File: config.mk
export PLATFORM = sky130hd
export DESIGN_NAME = puf_challenge_sequencer
export DESIGN_NICKNAME = d
export VERILOG_FILES = /design/src/rtl/puf_challenge_sequencer.sv
export SDC_FILE = /design/constraint.sdc
export NUM_CORES = 1
export LEC_CHECK = 0
export CAP_MARGIN = 25
export CORE_UTILIZATION = 57
export CTS_BUF_LIST = sky130_fd_sc_hd__clkbuf_8
export DETAILED_ROUTE_END_ITERATION = 8
export PLACE_DENSITY = 0.87
export SKIP_LAST_GASP = 1
export SLEW_MARGIN = 10
export SYNTH_ARGS = -nofsm -noshare
export SYNTH_HDL_FRONTEND = slang
export SYNTH_SLANG_ARGS = --single-unit
File: constraint.sdc
create_clock -name clock -period 3.5 [get_ports clock]
set_input_delay 0.35 -clock clock [delete_from_list [all_inputs] [get_ports clock]]
set_output_delay 0.35 -clock clock [all_outputs]
set_load 0.01 [all_outputs]
File: src/rtl/puf_challenge_sequencer.sv
// PUF challenge sequencer.
// Walks an 8-bit challenge through an external scrambler and applies each scrambled
// challenge to an arbiter PUF. It waits a fixed settle time, then samples one response
// bit per challenge and packs the bits MSB-first into bytes. Each byte is handed to a
// serial TX using a valid/ready handshake. Every control strobe is a registered output.
module puf_challenge_sequencer #(
    parameter int SETTLE_CYCLES = 16,
    parameter int NUM_BYTES     = 4
) (
    input  logic       clock,
    input  logic       reset,
    input  logic       start,
    input  logic [7:0] seed,
    output logic [7:0] seed_out,
    output logic       scr_increment,
    input  logic [7:0] scr_chall,
    output logic [7:0] puf_chall,
    output logic       puf_trigger,
    input  logic       puf_resp,
    output logic [7:0] resp_byte,
    output logic       resp_valid,
    input  logic       tx_ready,
    output logic       busy,
    output logic       done
);

    // Settle counter reload value: counting down to zero gives SETTLE_CYCLES cycles in SETTLE.
    localparam logic [7:0] SETTLE_LOAD = 8'(SETTLE_CYCLES - 1);
    localparam logic [7:0] BYTES_LAST  = 8'(NUM_BYTES);

    typedef enum logic [2:0] {
        S_IDLE,
        S_LOAD,
        S_APPLY,
        S_SETTLE,
        S_SAMPLE,
        S_SEND,
        S_DONE
    } state_t;

    state_t      state_q;
    logic [7:0]  seed_q;
    logic [7:0]  chall_q;
    logic [7:0]  resp_byte_q;
    logic        resp_valid_q;
    logic        scr_inc_q;
    logic        trig_q;
    logic        done_q;
    logic [2:0]  bit_cnt_q;
    logic [7:0]  byte_cnt_q;
    logic [7:0]  settle_q;
    logic [6:0]  shift_q;

    logic [2:0]  bit_cnt_d;
    logic [7:0]  byte_cnt_d;
    logic [7:0]  settle_d;
    logic [7:0]  shift_d;
    logic        handshake;

    // Incremented counters and the shift value with the new response bit appended.
    always_comb begin
        bit_cnt_d  = bit_cnt_q + 3'd1;
        byte_cnt_d = byte_cnt_q + 8'd1;
        settle_d   = settle_q - 8'd1;
        shift_d    = {shift_q, puf_resp};
        handshake  = resp_valid_q & tx_ready;
    end

    // Sequencer FSM. The single-cycle strobes default low and are raised on the edge entering their cycle.
    always_ff @(posedge clock or posedge reset) begin
        if (reset) begin
            state_q      <= S_IDLE;
            seed_q       <= 8'h00;
            chall_q      <= 8'h00;
            resp_byte_q  <= 8'h00;
            resp_valid_q <= 1'b0;
            scr_inc_q    <= 1'b0;
            trig_q       <= 1'b0;
            done_q       <= 1'b0;
            bit_cnt_q    <= 3'd0;
            byte_cnt_q   <= 8'd0;
            settle_q     <= 8'd0;
            shift_q      <= 7'd0;
        end else begin
            scr_inc_q <= 1'b0;
            trig_q    <= 1'b0;
            done_q    <= 1'b0;
            case (state_q)
                S_IDLE: begin
                    if (start) begin
                        seed_q     <= seed;
                        bit_cnt_q  <= 3'd0;
                        byte_cnt_q <= 8'd0;
                        scr_inc_q  <= 1'b1;
                        state_q    <= S_LOAD;
                    end
                end
                // The scrambler advances at the end of this cycle, so its new output is stable during APPLY.
                S_LOAD: begin
                    state_q <= S_APPLY;
                end
                S_APPLY: begin
                    chall_q  <= scr_chall;
                    trig_q   <= 1'b1;
                    settle_q <= SETTLE_LOAD;
                    state_q  <= S_SETTLE;
                end
                S_SETTLE: begin
                    if (settle_q == 8'd0) begin
                        state_q <= S_SAMPLE;
                    end else begin
                        settle_q <= settle_d;
                    end
                end
                S_SAMPLE: begin
                    shift_q   <= shift_d[6:0];
                    bit_cnt_q <= bit_cnt_d;
                    if (bit_cnt_q == 3'd7) begin
                        resp_byte_q  <= shift_d;
                        resp_valid_q <= 1'b1;
                        state_q      <= S_SEND;
                    end else begin
                        scr_inc_q <= 1'b1;
                        state_q   <= S_LOAD;
                    end
                end
                // The byte is held until the TX accepts it. The scrambler keeps its state across bytes.
                S_SEND: begin
                    if (handshake) begin
                        resp_valid_q <= 1'b0;
                        byte_cnt_q   <= byte_cnt_d;
                        if (byte_cnt_d == BYTES_LAST) begin
                            state_q <= S_DONE;
                        end else begin
                            scr_inc_q <= 1'b1;
                            state_q   <= S_LOAD;
                        end
                    end
                end
                S_DONE: begin
                    done_q  <= 1'b1;
                    state_q <= S_IDLE;
                end
                default: begin
                    state_q <= S_IDLE;
                end
            endcase
        end
    end

    assign seed_out      = seed_q;
    assign scr_increment = scr_inc_q;
    assign puf_chall     = chall_q;
    assign puf_trigger   = trig_q;
    assign resp_byte     = resp_byte_q;
    assign resp_valid    = resp_valid_q;
    assign done          = done_q;
    assign busy          = (state_q != S_IDLE);

endmodule

==> results.json <==
{
  "drv_cap": 0,
  "rsz0062_at_grt": "false",
  "antenna_found_initial": 0,
  "vias_per_cell": 5.58,
  "routed_wl_mm": 5.13,
  "initial_core_util_pct": 59.2,
  "final_nets": 333,
  "cts_sinks": 57,
  "slew_viol_final": 0,
  "rows": 24,
  "synthDistinctLibCells": 51,
  "startpoint": "state_q[1]",
  "synth_area_per_cell_um2": 10.1,
  "ir_drop_v": 0.000381,
  "period_minus_slack_ns": 2.17,
  "die_x_um": 69.2,
  "sw_frac_of_total_pct": 33.2,
  "tightest_slew_ns": 0.713,
  "port-buffer-count": 49,
  "cp.required_ns": 3.15,
  "drc": 0,
  "area_delta_synth_final_pct": 26.3,
  "power_density_nw_per_um2": 663,
  "ys_seq_area_share_pct": 55.3,
  "comb_power_share_pct": 32.2,
  "timing.hold.ws_ns": 0.437,
  "synth-seq-cells": 57,
  "clk_pin_slew_ns": 0.06,
  "setup_viol": 0,
  "fmax_mhz": 462,
  "post-route-util_pct": 74.8,
  "fin_ws_ns": 1.33,
  "reg2regPathDepth": 3,
  "leakagePower_nw": 1.53,
  "post-cts-setup-buffer-count": 0,
  "synthArstFlopShare_pct": 100,
  "synth_area_um2": 2580,
  "drt-pass1-iter-count": 4,
  "r2r_start": "state_q[1]",
  "grt_pass1_vias": 1932,
  "clock_skew_ns": 0.00643,
  "finalHoldViolCount": 0,
  "cp_max_fo": 14,
  "postRouteAntennaNets": 0,
  "die_y_um": 69.2,
  "post-dp-hpwl_mm": 3.52,
  "r2r_end": "resp_byte[7]",
  "crit_path_end": "busy",
  "grt_first_pass_wirelength_mm": 8.85,
  "seqCellArea_um2": 1430,
  "routabilityCongestion": 0.784,
  "diodes": 0,
  "synth_edf_count": 0,
  "status": "complete, no violations",
  "n_fill_cell": 315,
  "timing.setup.tns_ns": 0,
  "synth_flop_cell": "dfrtp_1",
  "clock_power_share_pct": 23.8,
  "start_kind": "flip-flop",
  "die_area_um2": 4790,
  "numCtsBuffers": 9,
  "finalCritPeriodShare_pct": 61.9,
  "core_area_um2": 4350,
  "r2r_slack_ns": 1.49,
  "path_class": "reg -> out",
  "slew_headroom_pct": 52.5,
  "hold_class": "in -> async",
  "worst_setup_path_end_kind": "output port",
  "grt_start_max_net_pins": 33,
  "drive_gt1_share_pct": 7.42,
  "grtUsageTotal_pct": 23.9,
  "switching_power_w": 0.000716,
  "crit_arrival_ns": 1.82,
  "clk_latency_ns": 0.33,
  "ctsHoldBuffers": 0,
  "ys_warn_count": 0,
  "cts_root_buf": "clkbuf_8",
  "seqPwrFrac_pct": 44.0,
  "dr.first_iter.drc_count": 113,
  "p_int_w": 0.00144,
  "routedWlPerCell_um": 14.2,
  "ctsResizeCount": 0,
  "ios": 50,
  "cts_tree": "done",
  "multi_input_area_um2": 1070,
  "clk_path_buf_depth": 2,
  "num_vias": 2019,
  "h-tree-depth": 3,
  "place_ws_ns": 1.45,
  "overflow": 0,
  "synth_nets": 281,
  "syn-instance-count": 255
}
worst max-delay path, cell delays in order (launching register included):
cell,delay [ns]
dfrtp_1,0.55
or3_1,0.43
clkdlybuf4s50_1,0.50
power groups by stage:
stage | Combinational (W) | Sequential, W | Clock [W]
detailed placement | 0.000701 | 0.000958 | 0
finish | 0.000694 | 0.000951 | 0.000514
global route | 0.000764 | 0.000975 | 0.000550
global placement | 0.000678 | 0.000955 | 0
floorplan | 0.000380 | 0.000967 | 0
CTS | 0.000702 | 0.000951 | 0.000523
registers in the layout, indices dropped and copies added (netlist names):
| name | count |
|---|---|
| puf_trigger | 1 |
| bit_cnt_q | 3 |
| seed_out | 8 |
| resp_valid | 1 |
| done | 1 |
| resp_byte | 8 |
| byte_cnt_q | 8 |
| settle_q | 8 |
| shift_q | 7 |
| puf_chall | 8 |
| scr_increment | 1 |
| state_q | 3 |
worst min-delay path by stage:
stage / start / end / slack (ns) / cells after the start
3_5_place_dp: seed_out[4] / seed_out[4] / 0.46 / 2
6_report: reset / state_q[1] / 0.44 / 2
4_1_cts: reset / state_q[2] / 0.45 / 2
3_3_place_gp: puf_chall[2] / puf_chall[2] / 0.46 / 2
5_1_grt: reset / state_q[2] / 0.50 / 2
2_1_floorplan: shift_q[6] / shift_q[6] / 0.44 / 2
routing by layer:
| metal | track usage (%) | share of wire, % |
|---|---|---|
| met3 | 6.83 | 5.4 |
| met4 | 10.2 | 0.93 |
| met2 | 36.8 | 48 |
| met5 | 0 | 0 |
| met1 | 31.9 | 46 |
stage by stage:
step	cells	total power [W]	area, um^2
global placement	348	0.00163	3090
finish	362	0.00216	3260
global route	362	0.00229	3260
floorplan	255	0.00135	2580
detailed placement	348	0.00166	3090
CTS	362	0.00218	3260
cells in the final DEF (no fill, tap or decap), drive strengths merged, types with 3 or more instances in the layout:
| cell type | instances |
|---|---|
| nor3 | 5 |
| a21oi | 9 |
| nor4b | 3 |
| clkdlybuf4s50 | 49 |
| or3 | 4 |
| o21ai | 10 |
| nand3b | 3 |
| mux2 | 8 |
| inv | 9 |
| nand3 | 5 |
| clkbuf | 11 |
| nor2 | 12 |
| nand4b | 3 |
| nand2 | 83 |
| ha | 5 |
| dfrtp | 57 |
cells in the mapped netlist (2+ instances only):
library cell / count / area, um^2
nor2_1: 12 / 45.0
clkbuf_1: 2 / 7.51
ha_1: 5 / 62.6
o21ai_0: 8 / 40.0
buf_4: 3 / 22.5
inv_1: 5 / 18.8
nand2_1: 83 / 312
or3_1: 4 / 25.0
a211oi_1: 2 / 15.0
nand4b_1: 3 / 26.3
a21oi_1: 9 / 45.0
nor3_1: 4 / 20.0
mux2_1: 8 / 90.1
a31oi_1: 2 / 12.5
buf_2: 4 / 20.0
xnor2_1: 2 / 17.5
dfrtp_1: 57 / 1430
o22ai_1: 2 / 12.5
a22o_1: 2 / 17.5
nand3b_1: 2 / 15.0
nand3_1: 5 / 25.0
o221ai_1: 2 / 17.5
layout make-up:
class / count / share of cell area [%]
Clock buffer: 11 / 4.65
Clock inverter: 3 / 0.346
Inverter: 6 / 0.692
Multi-Input combinational cell: 182 / 33.0
Sequential cell: 57 / 43.8
Tap cell: 52 / 2.00
Timing Repair Buffer: 51 / 15.5
logic make-up after synthesis:
logic type	share of synthesized area (%)
AND/OR/NAND/NOR	25.1
flip-flops	55.3
AO/OA/AOI/OAI	9.37
buffers and inverters	3.25
multiplexers	3.50
adder cells (fa/ha/maj)	2.43
XOR/XNOR	1.02
Power figures use the tool's default switching activity.
